<file path="config.mk">
export PLATFORM = sky130hd
export DESIGN_NAME = bbq_op_sched
export DESIGN_NICKNAME = d
export VERILOG_FILES = /design/src/rtl/bbq_op_sched_pkg.sv /design/src/rtl/heap_ops_pkg.sv /design/src/rtl/bbq_op_sched_out_fifo.sv /design/src/rtl/bbq_op_sched.sv
export SDC_FILE = /design/constraint.sdc
export NUM_CORES = 1
export LEC_CHECK = 0
export CAP_MARGIN = 20
export CORE_MARGIN = 1
export CORE_UTILIZATION = 53
export DETAILED_ROUTE_END_ITERATION = 8
export PLACE_DENSITY_LB_ADDON = 0.15
export SLEW_MARGIN = 25
export SYNTH_ARGS = -nofsm -noshare
export SYNTH_HDL_FRONTEND = slang
export SYNTH_SLANG_ARGS = --single-unit
</file>
<file path="constraint.sdc">
create_clock -name clk -period 3.7 [get_ports clk]
set_input_delay 0.74 -clock clk [delete_from_list [all_inputs] [get_ports clk]]
set_output_delay 0.74 -clock clk [all_outputs]
set_load 0.01 [all_outputs]
</file>
<file path="src/rtl/bbq_op_sched_pkg.sv">
// Control-side types for the BBQ operation scheduler.
package BBQctrl;

    typedef enum logic {
        ST_INIT = 1'b0,
        ST_RUN  = 1'b1
    } sched_state_t;

    typedef enum logic [1:0] {
        GRANT_NONE = 2'd0,
        GRANT_ENQ  = 2'd1,
        GRANT_DEQ  = 2'd2
    } grant_t;

endpackage

</file>
<file path="src/rtl/heap_ops_pkg.sv">
// Command encoding shared by every block that talks to the BBQ heap.
package heap_ops;

    typedef enum logic [1:0] {
        HEAP_OP_ENQUE     = 2'd0,
        HEAP_OP_DEQUE_MIN = 2'd1,
        HEAP_OP_DEQUE_MAX = 2'd2
    } heap_op_t;

endpackage

</file>
<file path="src/rtl/bbq_op_sched_out_fifo.sv">
// Output buffer for dequeued buffer addresses; head is visible combinationally.
module bbq_out_fifo #(
    parameter int WIDTH = 32,
    parameter int DEPTH = 16,
    localparam int AW   = $clog2(DEPTH),
    localparam int CW   = $clog2(DEPTH + 1)
) (
    input  logic             clk,
    input  logic             rst,
    input  logic             push,
    input  logic [WIDTH-1:0] push_data,
    input  logic             pop,
    output logic [WIDTH-1:0] head_data,
    output logic [CW-1:0]    count
);

    logic [WIDTH-1:0] mem [DEPTH];
    logic [AW-1:0]    wr_ptr;
    logic [AW-1:0]    rd_ptr;
    logic             push_ok;
    logic             pop_ok;

    // A push into a full buffer is legal only when a pop frees the slot in the same cycle.
    assign pop_ok  = pop && (count != '0);
    assign push_ok = push && ((count != CW'(DEPTH)) || pop_ok);

    always_ff @(posedge clk) begin
        if (rst) begin
            wr_ptr <= '0;
            rd_ptr <= '0;
            count  <= '0;
        end else begin
            if (push_ok) wr_ptr <= wr_ptr + 1'b1;
            if (pop_ok)  rd_ptr <= rd_ptr + 1'b1;
            count <= count + CW'(push_ok) - CW'(pop_ok);
        end
    end

    always_ff @(posedge clk) begin
        if (push_ok) mem[wr_ptr] <= push_data;
    end

    assign head_data = mem[rd_ptr];

endmodule

</file>
<file path="src/rtl/bbq_op_sched.sv">
// Issues enqueue/dequeue commands to the BBQ heap, arbitrating round-robin and
// throttling dequeues by the free space left in the output buffer.
module bbq_op_sched
    import heap_ops::*;
    import BBQctrl::*;
#(
    parameter int HEAP_ENTRY_DWIDTH    = 32,
    parameter int HEAP_PRIORITY_AWIDTH = 7,
    parameter int HEAP_MAX_NUM_ENTRIES = 131071,
    parameter int OUT_BUFF_SIZE        = 16
) (
    input  logic                            clk,
    input  logic                            rst,
    input  logic                            in_valid,
    output logic                            in_ready,
    input  logic [HEAP_PRIORITY_AWIDTH-1:0] in_priority,
    input  logic [HEAP_ENTRY_DWIDTH-1:0]    in_buff_addr,
    input  logic                            heap_ready,
    output logic                            heap_in_valid,
    output heap_op_t                        heap_in_op,
    output logic [HEAP_PRIORITY_AWIDTH-1:0] heap_in_priority,
    output logic [HEAP_ENTRY_DWIDTH-1:0]    heap_in_data,
    input  logic                            heap_out_valid,
    input  logic [HEAP_ENTRY_DWIDTH-1:0]    heap_out_data,
    output logic                            out_valid,
    input  logic                            out_ready,
    output logic [HEAP_ENTRY_DWIDTH-1:0]    out_buff_addr,
    output logic                            err_overflow
);

    localparam int ENT_W = $clog2(HEAP_MAX_NUM_ENTRIES + 1);
    localparam int FCW   = $clog2(OUT_BUFF_SIZE + 1);
    localparam int SUM_W = FCW + 1;
    localparam logic [ENT_W-1:0] MAX_ENT    = ENT_W'(HEAP_MAX_NUM_ENTRIES);
    localparam logic [FCW-1:0]   FIFO_FULL  = FCW'(OUT_BUFF_SIZE);
    localparam logic [SUM_W-1:0] CREDIT_MAX = SUM_W'(OUT_BUFF_SIZE);

    sched_state_t     state;
    sched_state_t     state_nxt;
    grant_t           grant;
    grant_t           last_grant;
    logic [ENT_W-1:0] entry_cnt;
    logic [FCW-1:0]   inflight;
    logic [FCW-1:0]   fifo_cnt;
    logic             has_credit;
    logic             enq_ok;
    logic             deq_ok;
    logic             fifo_pop;
    logic             ret_err;
    logic             ret_push;
    logic             ret_taken;

    // Every outstanding dequeue owns a reserved buffer slot, so results can never overflow.
    assign has_credit = (SUM_W'(fifo_cnt) + SUM_W'(inflight)) < CREDIT_MAX;
    assign enq_ok = (state == ST_RUN) && heap_ready && in_valid && (entry_cnt < MAX_ENT);
    assign deq_ok = (state == ST_RUN) && heap_ready && (entry_cnt != '0) && has_credit;

    always_ff @(posedge clk) begin
        if (rst) begin
            state        <= ST_INIT;
            entry_cnt    <= '0;
            inflight     <= '0;
            last_grant   <= GRANT_DEQ;
            err_overflow <= 1'b0;
        end else begin
            state <= state_nxt;
            if (enq_ok && deq_ok) last_grant <= grant;
            case (grant)
                GRANT_ENQ: entry_cnt <= entry_cnt + 1'b1;
                GRANT_DEQ: entry_cnt <= entry_cnt - 1'b1;
                default:   ;
            endcase
            inflight <= inflight + FCW'(grant == GRANT_DEQ) - FCW'(ret_taken);
            if (ret_err) err_overflow <= 1'b1;
        end
    end

    always_comb begin
        state_nxt        = state;
        grant            = GRANT_NONE;
        in_ready         = 1'b0;
        heap_in_valid    = 1'b0;
        heap_in_op       = HEAP_OP_ENQUE;
        heap_in_priority = '0;
        heap_in_data     = '0;
        case (state)
            ST_INIT: if (heap_ready) state_nxt = ST_RUN;
            ST_RUN: begin
                if (enq_ok && deq_ok)
                    grant = (last_grant == GRANT_DEQ) ? GRANT_ENQ : GRANT_DEQ;
                else if (enq_ok)
                    grant = GRANT_ENQ;
                else if (deq_ok)
                    grant = GRANT_DEQ;
            end
            default: state_nxt = ST_INIT;
        endcase
        if (rst) grant = GRANT_NONE;
        case (grant)
            GRANT_ENQ: begin
                in_ready         = 1'b1;
                heap_in_valid    = 1'b1;
                heap_in_op       = HEAP_OP_ENQUE;
                heap_in_priority = in_priority;
                heap_in_data     = in_buff_addr;
            end
            GRANT_DEQ: begin
                heap_in_valid = 1'b1;
                heap_in_op    = HEAP_OP_DEQUE_MIN;
            end
            default: ;
        endcase
    end

    // Unsolicited results, or results with nowhere to go, are dropped and flagged.
    assign out_valid = !rst && (fifo_cnt != '0);
    assign fifo_pop  = out_valid && out_ready;
    assign ret_err   = heap_out_valid &&
                       ((inflight == '0) || ((fifo_cnt == FIFO_FULL) && !fifo_pop));
    assign ret_push  = heap_out_valid && !ret_err;
    assign ret_taken = heap_out_valid && (inflight != '0);

    bbq_out_fifo #(
        .WIDTH (HEAP_ENTRY_DWIDTH),
        .DEPTH (OUT_BUFF_SIZE)
    ) u_out_fifo (
        .clk       (clk),
        .rst       (rst),
        .push      (ret_push),
        .push_data (heap_out_data),
        .pop       (fifo_pop),
        .head_data (out_buff_addr),
        .count     (fifo_cnt)
    );

endmodule

</file>
== Yosys cells after proc, flatten, opt, wreduce, memory -nomap -nowiden ==
Memory sizes are Yosys's and may differ from the RTL's. A register that Yosys moved wholly into a read port is not among the register bits.
Cells that the tools add are included.

* Register bits: 39
* Bits in writable memories: 512
* Input port bits: 77
* Output and inout port bits: 77
* Logic and storage cells: 68
* Memories kept: 1

* Add/subtract/negate cells: 9
* Magnitude comparators: 2
* Equal/unequal tests: 5
* Multiplexer cells: 18
* Reductions and logical operators: 25

{| class="wikitable"
|+ Memory list
! memory !! words !! bits a word !! rd ports !! clocked after memory_dff !! write ports !! line !! text
|-
| u_out_fifo.mem || 16 || 32 || 1 || 1 || 1 || bbq_op_sched_out_fifo.sv:17 || <nowiki>logic [WIDTH-1:0] mem [DEPTH];</nowiki>
|}

{| class="wikitable"
|+ Operators with widths
! kind !! number
|-
| $pmux W17 S2 || 1
|-
| $mux W32 || 1
|-
| $add A17 B1 Y17 const B || 1
|-
| $lt A17 B17 Y1 const B || 1
|-
| $reduce_bool A17 Y1 || 1
|-
| $sub A17 B1 Y17 const B || 1
|-
| $logic_and A1 B1 Y1 || 14
|-
| $mux W2 || 6
|-
| $add A5 B1 Y5 || 2
|-
| $reduce_bool A5 Y1 || 2
|-
| $sub A5 B1 Y5 || 2
|-
| $add A4 B1 Y4 const B || 2
|-
| $mux W4 || 2
|-
| $mux W1 || 7
|-
| $mux W7 || 1
|-
| $add A5 B5 Y6 || 1
|-
| $lt A6 B5 Y1 const B || 1
|-
| $eq A5 B5 Y1 const B || 1
|-
| $logic_not A5 Y1 || 1
|-
| $ne A5 B5 Y1 const B || 1
|-
| $eq A2 B2 Y1 const B || 2
|-
| $logic_not A1 Y1 || 3
|-
| $eq A2 B1 Y1 const B || 1
|-
| $logic_or A1 B1 Y1 || 2
|-
| 2 further kinds || 2
|}

== Depth between registers and ports, before layout ==
Gate-level depths: netlist of run 1.

* Depth in word-level cells: 12
* Depth in mapped cells: 16
* Gate-level depth less buffers: 16

== Hierarchy ==
A second synthesis of run 1 with hierarchy kept.

* Cells, all modules: 1,184
* Area, all modules: 22,265.1 um2

{| class="wikitable"
|+ Modules (own cells, without submodules)
! module !! times used !! cells an instance !! area an instance (um2) !! seq. area each (um2)
|-
| bbq_out_fifo || 1 || 891 || 20,002.9 || 15,715.1
|-
| bbq_op_sched || 1 || 293 || 2,262.2 || 520.5
|}

== Worst setup path after synthesis of run 1 ==
Ideal clock, no wire load.

* Kind: input to register
* Start: in rst
* End: reg entry_cnt[16]
* Data arrival time: 3.785 ns
* Required time: 3.577 ns
* Setup slack: -0.209 ns
* Stages: 14
* Buffers on the path: 3
* Cells stage by stage: clkbuf_1 > inv_1 > clkbuf_1 > o2111ai_1 > inv_1 > ha_1 > ha_1 > buf_2 > o21a_1 > o2111ai_1 > or3b_1 > o31ai_2 > mux2i_1 > mux2_1

* Longest elaborated chain between the ends: 3
* Elaborated cells between the ends (all ways): 5
* Those cells by class: eq/ne: 2; mux: 2; reduce/logical: 1

{| class="wikitable"
|+ RTL lines
! element !! line !! text
|-
| start: declaration || bbq_op_sched.sv:13 || <nowiki>input logic rst,</nowiki>
|-
| $mux W2 (*) || bbq_op_sched.sv:98 || <nowiki>if (rst) grant = GRANT_NONE;</nowiki>
|-
| named net grant[1] || bbq_op_sched.sv:40 || <nowiki>grant_t grant;</nowiki>
|-
| $eq A2 B2 Y1 or $eq A2 B1 Y1 (tied branches) || bbq_op_sched.sv:68 || <nowiki>case (grant)</nowiki>
|-
| $pmux W17 S2 or $reduce_bool A2 Y1 (tied branches) || -- ||
|-
| end signal: assignment || bbq_op_sched.sv:69 || <nowiki>GRANT_ENQ: entry_cnt <= entry_cnt + 1'b1;</nowiki>
|-
| end signal: assignment || bbq_op_sched.sv:70 || <nowiki>GRANT_DEQ: entry_cnt <= entry_cnt - 1'b1;</nowiki>
|-
| end: declaration || bbq_op_sched.sv:42 || <nowiki>logic [ENT_W-1:0] entry_cnt;</nowiki>
|}

Mark *: on every way through the listed nets, which the timed path passes. The rest lies on a longest branch.
A chain may end at the register's enable or synchronous reset.

== Worst setup path after layout of run 1 ==
* Start: reg entry_cnt[4]
* End: out heap_in_priority[6]

* Elaborated cells between the ends (all ways): 13
* Those cells by class: order compare: 1; eq/ne: 1; mux: 6; reduce/logical: 5

{| class="wikitable"
|+ RTL lines
! element !! line !! text
|-
| parallel branches: the longest is 4 deep, another holds $lt A17 B17 Y1 || -- ||
|-
| $mux W2 (*) || bbq_op_sched.sv:89 || <nowiki>if (enq_ok && deq_ok)</nowiki>
|-
| $mux W2 (*) || bbq_op_sched.sv:86 || <nowiki>case (state)</nowiki>
|-
| $mux W2 (*) || bbq_op_sched.sv:98 ||
|-
| named net grant[0] || bbq_op_sched.sv:40 ||
|-
| $eq A2 B1 Y1 (*) || bbq_op_sched.sv:99 || <nowiki>case (grant)</nowiki>
|-
| $mux W7 (*) || bbq_op_sched.sv:99 ||
|-
| end: declaration || bbq_op_sched.sv:21 || <nowiki>output logic [HEAP_PRIORITY_AWIDTH-1:0] heap_in_priority,</nowiki>
|}

Mark *: on every way through the listed nets, which the timed path passes.

==> impl_summary.log, run 1 <==
INFO  metric hold_viol_final = 0
INFO  metric power = 15.37 mW
INFO  metric floorplan.core_area = 0.04120 mm^2
INFO  metric min_period = between 3 and 4 ns
INFO  metric setup.worst_path.start_class = flop
INFO  metric layoutNonFillerInstCount = 1962
INFO  metric first_pass_grt_wire_length = 73.11 mm
INFO  metric setup_repair_after_global_routing_missed_its_margin = true
INFO  metric placement_setup_slack = -0.6426 ns
INFO  metric finalInstanceArea = 0.02775 mm^2
INFO  metric die-width = 207.4 um
INFO  metric worstPathMaxFanout = 7
INFO  metric setup_slack = 0.04051 ns
INFO  metric synth_enable_flop_cells = 512
INFO  metric setup.worst_path.end_class = primary output
INFO  metric area.growth.synth_to_final = 24.07%
INFO  metric post_dp_cell_area = 0.02549 mm^2
INFO  metric maxCapViolations = 0
INFO  metric slowest_delay = 0.35 ns
INFO  metric cts.path.max_buffers = 3
INFO  metric cts.reportedPaths.clkPinSlew = 0.06 ns
INFO  metric num-nets-final = 1509
INFO  metric std_cell_rows = 74
INFO  metric die_footprint = 0.04303 mm^2
INFO  metric ys_seq_area_frac = 0.7258
INFO  metric cts-root-buf = sky130_fd_sc_hd__clkbuf_16
INFO  metric slew_headroom = 0.6566
INFO  metric detail_route.iter0.violations = about 960
INFO  metric drive_gt1_frac = 0.3287
INFO  metric numCtsBuffers = 53
INFO  metric routed_wirelength = just under 50 mm
INFO  metric mappedNetlistArea = about 0.022 mm^2
INFO  metric post_route_drc_violation_count = 0
INFO  metric io_pins = 154
INFO  metric grt_start_max_net_pins = 75
INFO  metric worst-slew-pin-transition = roughly 0.51 ns
INFO  metric synth_top_flop_cell = sky130_fd_sc_hd__edfxtp_1
INFO  metric postSynthCellCount = 1112
INFO  metric yosys-top-cells-area = sky130_fd_sc_hd__edfxtp_1 69%, sky130_fd_sc_hd__mux4_2 16%, sky130_fd_sc_hd__dfxtp_1 3.8%
INFO  metric mappedNetlistNets = 1230
INFO  metric routedWlPerCell = between 20 and 25 um
INFO  metric postRouteAntennaNets = 0
INFO  metric ctsHoldBuffers = 0
INFO  metric pd_cells = 553.8 mW/mm^2
INFO  metric clock-skew-final = around 0.019 ns
INFO  metric synth.top_cell.area_share = 0.6873
INFO  metric place.port_buffers = 152
INFO  metric placedCellCount = 1848
INFO  metric p_leak = 9.322 nW
INFO  metric synth.distinct_cells = 53
INFO  metric yosys_register_bits = 555
INFO  metric max_freq = ~0.27 GHz
INFO  metric power.ir.vdd_worst = 0.0003213 V
INFO  metric report.final.setup_viol = 0
INFO  metric diodes = 0
INFO  metric tritoncts = done
INFO  metric detailedRoute.firstPassIterationCount = 5
INFO  metric cp_data_arrival_time = 2.92 ns
INFO  metric post-route-period-util = 0.9891
INFO  metric yosysWarnings = 0
INFO  metric initial_cell_density_of_the_core = 0.5429
INFO  metric die-height = about 210 um
INFO  metric synth_top_area_cell = sky130_fd_sc_hd__edfxtp_1
INFO  metric worst_setup_path_class = flop to primary output
INFO  metric clock_sink_count = 555
INFO  metric route.vias.total = 11610
INFO  metric clk-insertion-delay-late = ~0.60 ns
INFO  metric routed_via_density = 5.919
INFO  metric finalSetupTns = 0 ns
INFO  metric async_flop_share = 0
INFO  metric hold-worst-slack = 0.4745 ns
INFO  metric global_route.overflow_total = 0
INFO  metric number_of_global_route_vias_before_repair = 12230
INFO  metric syn-mean-instance-area = 20.12 um^2
INFO  metric htree_levels = 2
INFO  metric cp_slowest_cell = sky130_fd_sc_hd__dfxtp_4
INFO  metric timing.critical_path.required = between 2 and 3 ns
INFO  metric cp_cell_sequence = nor4_4, buf_4, nand4_1, o21ai_2, nor2_2, a211o_1, inv_2, ha_4, clkbuf_16, and2_4, buf_6
INFO  metric final_util = 0.6736
INFO  metric gp_congestion = 0.8092
INFO  metric antenna_found_initial = 5
INFO  metric result_of_the_run = completed
INFO  metric place.detailed.hpwl = 26.96 mm
INFO  metric track_usage = 0.2300
INFO  metric slew_viols_final = 0
INFO  metric worst_hold_path_type = flop to flop
critical path, delay by kind of cell (launching register included):
family,cells,cell delay (ns)
simple gates,4,0.66
flops,1,0.35
compound gates,2,0.50
buf+inv,4,0.54
fa+ha+maj,1,0.27
final timing paths:
kind | from | endpoint | slack, ns | depth (start not counted)
setup / recovery | entry_cnt[4] | heap_in_priority[6] | 0.04 | 11
hold / removal | last_grant[1] | last_grant[1] | 0.47 | 2
hold reg to reg | last_grant[1] | last_grant[1] | 0.47 | 2
setup reg to reg | entry_cnt[4] | entry_cnt[16] | 0.07 | 15
registers in the layout, summed over array words and instances (netlist names), named ones only:
register	count
last_grant	2
u_out_fifo.wr_ptr	4
inflight	5
u_out_fifo.rd_ptr	4
entry_cnt	17
u_out_fifo.mem	512
state	1
err_overflow	1
u_out_fifo.count	5
metal layers:
metal | track usage | part of all wire | up-vias
met2 | 0.3855 | 0.50 | 438
met5 | 0 | 0.00070 | -
met1 | 0.3127 | 0.41 | 5975
met4 | 0.06871 | 0.021 | 6
li1 | - | - | 5107
met3 | 0.03828 | 0.063 | 87
cell usage in the layout (no fill, tap or decap), drive strengths merged, types with 16 or more instances in the layout:
| cell | instances |
|---|---|
| clkbuf | 73 |
| ha | 38 |
| edfxtp | 512 |
| clkinv | 19 |
| nor2 | 35 |
| o21ai | 16 |
| mux4 | 160 |
| dfxtp | 43 |
| inv | 30 |
| buf | 157 |
| nand2 | 29 |
| and2 | 54 |
| a21oi | 24 |
| clkdlybuf4s50 | 88 |
final cells by class:
class | instances | area [um^2]
sequential | 555 | 16250
fill | 2646 | 13450
multi-input combinational | 478 | 6071
timing repair buffer | 276 | 3067
clock buffer | 68 | 1403
tap | 532 | 665.6
clock inverter | 26 | 193.9
inverter | 27 | 101.3
what timing repair did:
action | in CTS | in global routing
endpoints found under the hold margin | 0 | 0
setup endpoints to repair | 80 | 68
cloned | 5 | 6
gates resized for setup | 203 | 87
pin swaps | 11 | 9
buffers inserted | 8 | 1
cells by family after synthesis:
kind of cell | after synthesis | synth area share
mux | 167 | 0.1643
compound gates | 83 | 0.02400
xor+xnor | 22 | 0.008614
fa+ha+maj | 41 | 0.02394
buf+inv | 79 | 0.01426
flops | 555 | 0.7258
other cells | 1 | 0.0001676
simple gates | 164 | 0.03893
power breakdown:
group          switching, mW  internal, mW  total, mW
registers              0.123          7.19       7.31
clock network           2.22          2.81       5.03
logic                   1.38          1.64       3.02
synth_stat cells (3+ instances only):
master / number
sky130_fd_sc_hd__or3_1: 4
sky130_fd_sc_hd__a21o_1: 7
sky130_fd_sc_hd__xor2_1: 12
sky130_fd_sc_hd__xnor2_1: 10
sky130_fd_sc_hd__nand4_1: 5
sky130_fd_sc_hd__mux2i_1: 6
sky130_fd_sc_hd__buf_2: 15
sky130_fd_sc_hd__nand2_1: 29
sky130_fd_sc_hd__nand3_1: 3
sky130_fd_sc_hd__and3_1: 6
sky130_fd_sc_hd__a211oi_1: 7
sky130_fd_sc_hd__o22ai_1: 4
sky130_fd_sc_hd__nor2b_1: 7
sky130_fd_sc_hd__o21a_1: 3
sky130_fd_sc_hd__a21oi_1: 24
sky130_fd_sc_hd__dfxtp_1: 43
sky130_fd_sc_hd__mux4_2: 160
sky130_fd_sc_hd__nor3_1: 5
sky130_fd_sc_hd__edfxtp_1: 512
sky130_fd_sc_hd__clkbuf_1: 32
sky130_fd_sc_hd__a31oi_1: 4
sky130_fd_sc_hd__nor2_1: 35
sky130_fd_sc_hd__buf_1: 4
sky130_fd_sc_hd__fa_1: 3
sky130_fd_sc_hd__inv_1: 26
sky130_fd_sc_hd__ha_1: 38
sky130_fd_sc_hd__nor4_1: 6
sky130_fd_sc_hd__nor4b_1: 3
sky130_fd_sc_hd__and2_1: 54
sky130_fd_sc_hd__o21ai_0: 16
(Power assumes the default switching activity.)
==> inputs of run 2 (changes only) <==
--- a/config.mk
+++ b/config.mk
@@ -5,11 +5,13 @@
 export SDC_FILE = /design/constraint.sdc
 export NUM_CORES = 1
 export LEC_CHECK = 0
+export ABC_CLOCK_PERIOD_IN_PS = 3700
 export CAP_MARGIN = 20
 export CORE_MARGIN = 1
 export CORE_UTILIZATION = 53
 export DETAILED_ROUTE_END_ITERATION = 8
-export PLACE_DENSITY_LB_ADDON = 0.15
+export HOLD_SLACK_MARGIN = 0.03
+export PLACE_DENSITY_LB_ADDON = 0.05
 export SLEW_MARGIN = 25
 export SYNTH_ARGS = -nofsm -noshare
 export SYNTH_HDL_FRONTEND = slang
==> impl_summary.log, run 2 (same netlist as run 1, synthesis figures left out) <==
INFO  metric cp_cell_sequence = nor4_1, nand4_1, o21ai_2, nor2_2, a211o_1, buf_4, ha_4, buf_4, buf_4, ha_1, and3_1, a31oi_2, a31o_2, o31ai_4, mux2i_1, mux2_1
INFO  metric track_usage = 0.2287 (-0.001354)
INFO  metric global_route.overflow_total = 0 (unchanged)
INFO  metric area.growth.synth_to_final = 23.53%
INFO  metric slew_viols_final = 0 (unchanged)
INFO  metric worst_setup_path_class = flop to flop
INFO  metric net_sw_frac = 0.2403 (-0.002019)
INFO  metric p_int = 11.73 mW (+0.76%)
INFO  metric first_pass_grt_wire_length = 72.12 mm (-1.4%)
INFO  metric path_buf_inv = 3 (-1)
INFO  metric post-route-period-util = 0.9770 (-0.01208)
INFO  metric routed_via_density = 5.865 (-0.91%)
INFO  metric min_period = 3.615 ns (-0.04469 ns)
INFO  metric total_switching_power = 3.711 mW (-0.35%)
INFO  metric p_leak = 9.236 nW (-0.93%)
INFO  metric numCtsBuffers = 54 (+1.9%)
INFO  metric tritoncts = done
INFO  metric slowest_delay = 0.34 ns (about the same)
INFO  metric detail_route.iter0.violations = 980 (+1.8%)
INFO  metric setup.worst_path.start_class = flop
INFO  metric seq_power_share = 0.474 (-0.002)
INFO  metric routedWlPerCell = 24.49 um (-1.3%)
INFO  metric grt_start_max_net_pins = 38 (-49%)
INFO  metric clock_sink_count = 555 (unchanged)
INFO  metric io_pins = 154 (unchanged)
INFO  metric num-nets-final = 1519 (+0.66%)
INFO  metric clock-skew-final = 0.01390 ns (-0.005421 ns)
INFO  metric pd_cells = 558.9 mW/mm^2 (+0.93%)
INFO  metric number_of_global_route_vias_before_repair = 11820 (-3.4%)
INFO  metric worstPathMaxFanout = 8 (+1)
INFO  metric place.port_buffers = 152 (unchanged)
INFO  metric die-width = 207.4 um (unchanged)
INFO  metric setup.worst_path.end_class = flop
INFO  metric max_freq = 0.2766 GHz (+1.2%)
INFO  metric ctsHoldBuffers = 0 (unchanged)
INFO  metric hold_depth = 3 (+1)
INFO  metric cell_type_with_the_highest_occurrence_count_on_the_critical_path = sky130_fd_sc_hd__buf_4
INFO  metric max_flop_register = u_out_fifo.mem
INFO  metric clk-insertion-delay-late = 0.59 ns (about the same)
INFO  metric antenna_found_initial = 2 (-3)
INFO  metric place.detailed.hpwl = 27.27 mm (+1.2%)
INFO  metric post_route_drc_violation_count = 0 (unchanged)
INFO  metric cts.reportedPaths.clkPinSlew = 0.06 ns (about the same)
INFO  metric diodes = 0 (unchanged)
INFO  metric slew_headroom = 0.6383 (-0.01829)
INFO  metric die-height = 207.4 um (unchanged)
INFO  metric most-common-layout-cells = 512 x sky130_fd_sc_hd__edfxtp_1, 160 x sky130_fd_sc_hd__mux4_2, 96 x sky130_fd_sc_hd__buf_4
INFO  metric floorplan.core_area = 0.04120 mm^2 (unchanged)
INFO  metric layoutNonFillerInstCount = 1974 (+0.61%)
INFO  metric cp_data_arrival_time = 4.09 ns (+1.17 ns)
INFO  metric cts-root-buf = sky130_fd_sc_hd__clkbuf_16
INFO  metric gp_congestion = 0.7916 (-2.2%)
INFO  metric leading_cell_type_in_the_layout_fill_and_taps_excluded = sky130_fd_sc_hd__edfxtp_1
INFO  metric postRouteAntennaNets = 0 (unchanged)
INFO  metric power.combinational.fraction = 0.197 (about the same)
INFO  metric cts.path.max_buffers = 3 (unchanged)
INFO  metric initial_cell_density_of_the_core = 0.5429 (unchanged)
INFO  metric cpLargestDelayFamily = compound AO/OA/AOI/OAI gates
INFO  metric std_cell_rows = 74 (unchanged)
INFO  metric report.final.setup_viol = 0 (unchanged)
INFO  metric drive_gt1_frac = 0.3065 (-0.02215)
INFO  metric timing.critical_path.required = 4.17 ns (+1.21 ns)
INFO  metric maxCapViolations = 0 (unchanged)
INFO  metric finalSetupTns = 0 ns (unchanged)
INFO  metric htree_levels = 2 (unchanged)
INFO  metric detailedRoute.firstPassIterationCount = 5 (unchanged)
INFO  metric routed_wirelength = 48.33 mm (-0.67%)
INFO  metric worst-slew-pin-transition = 0.5408 ns (+0.02734 ns)
INFO  metric power.share.clock = 0.329 (about the same)
INFO  metric power.ir.vdd_worst = 0.0002971 V (-7.5%)
INFO  metric cp_num_cells = 16 (+5)
INFO  metric cp_slowest_cell = sky130_fd_sc_hd__dfxtp_2
INFO  metric biggestRegsByFlops = u_out_fifo.mem x512, entry_cnt x17
INFO  metric hold_viol_final = 0 (unchanged)
INFO  metric largest_register_ffs = 512 (unchanged)
INFO  metric worst_hold_path_type = primary input to flop
INFO  metric route.vias.total = 11580 (-0.30%)
INFO  metric placedCellCount = 1850 (+0.11%)
INFO  metric result_of_the_run = completed
INFO  metric timing.reg2reg.worst_path_depth = 16 (+1)
INFO  metric setup_repair_after_global_routing_missed_its_margin = true
INFO  metric die_footprint = 0.04303 mm^2 (unchanged)
[run 2: changes by cell type in the layout (fill, tap and decap cells not counted), moves of 5 or more]
cell and delta:
sky130_fd_sc_hd__buf_6 -33, sky130_fd_sc_hd__dfxtp_1 -9, sky130_fd_sc_hd__and2_4 -30, sky130_fd_sc_hd__clkdlybuf4s15_1 +24
sky130_fd_sc_hd__buf_2 -8, sky130_fd_sc_hd__clkbuf_2 +12, sky130_fd_sc_hd__dfxtp_2 +9, sky130_fd_sc_hd__buf_4 +16
sky130_fd_sc_hd__and2_1 +30, sky130_fd_sc_hd__clkinv_2 +5
[run 2: per-stage QoR]
stage | util | hold slack, ns | total power [mW] | cell area, um^2 | setup slack (ns)
2_1_floorplan | - | 0.4427 | 9.200 | 22370 | 0.01254
3_3_place_gp | 0.6190 | 0.4540 | 10.38 | 25500 | -0.5386
3_5_place_dp | 0.6190 | 0.4648 | 10.41 | 25500 | -0.7089
4_1_cts | 0.6660 | 0.4790 | 15.56 | 27440 | -0.06322
5_1_grt | 0.6707 | 0.4849 | 16.09 | 27630 | -0.09057
6_report | 0.6707 | 0.4421 | 15.44 | 27630 | 0.08520
[run 2: tightest hold or removal path, delay by kind of cell]
kind | cells | cell delay (ns)
simple gates | 2 | 0.13
buf+inv | 1 | 0.13
[run 2: power by group through the flow]
stage	combinational, mW	clock, mW	sequential, mW
CTS	3.04	5.20	7.33
floorplan	1.79	0	7.41
detailed placement	2.94	0	7.47
global placement	2.92	0	7.46
finish	3.04	5.08	7.33
global route	3.30	5.44	7.35
[run 2: worst paths after layout]
check | startpoint | to | slack, ns
max | entry_cnt[14] | entry_cnt[16] | 0.09
min | heap_ready | state | 0.44
max reg2reg | entry_cnt[14] | entry_cnt[16] | 0.09
min reg2reg | last_grant[1] | last_grant[1] | 0.48
[run 2: timing repair]
action	in CTS	in global routing
setup buffers	10	13
gates resized for setup	92	83
cloned	3	1
setup endpoints to repair	66	63
hold endpoints to repair	0	0
pin swaps	12	14
[run 2: area by class of cell]
| type | count | area (um^2) |
|---|---|---|
| Sequential cell | 555 | 16260 |
| Fill cell | 2729 | 13570 |
| Multi-Input combinational cell | 478 | 6030 |
| Timing Repair Buffer | 285 | 2943 |
| Clock buffer | 67 | 1430 |
| Tap cell | 532 | 665.6 |
| Clock inverter | 30 | 200.2 |
| Inverter | 27 | 101.3 |
[run 2: layer usage]
layer,share of wire,global-route usage
met1,0.41,0.3139
met4,0.015,0.04864
met2,0.51,0.3850
met5,0.00046,0
met3,0.062,0.04312
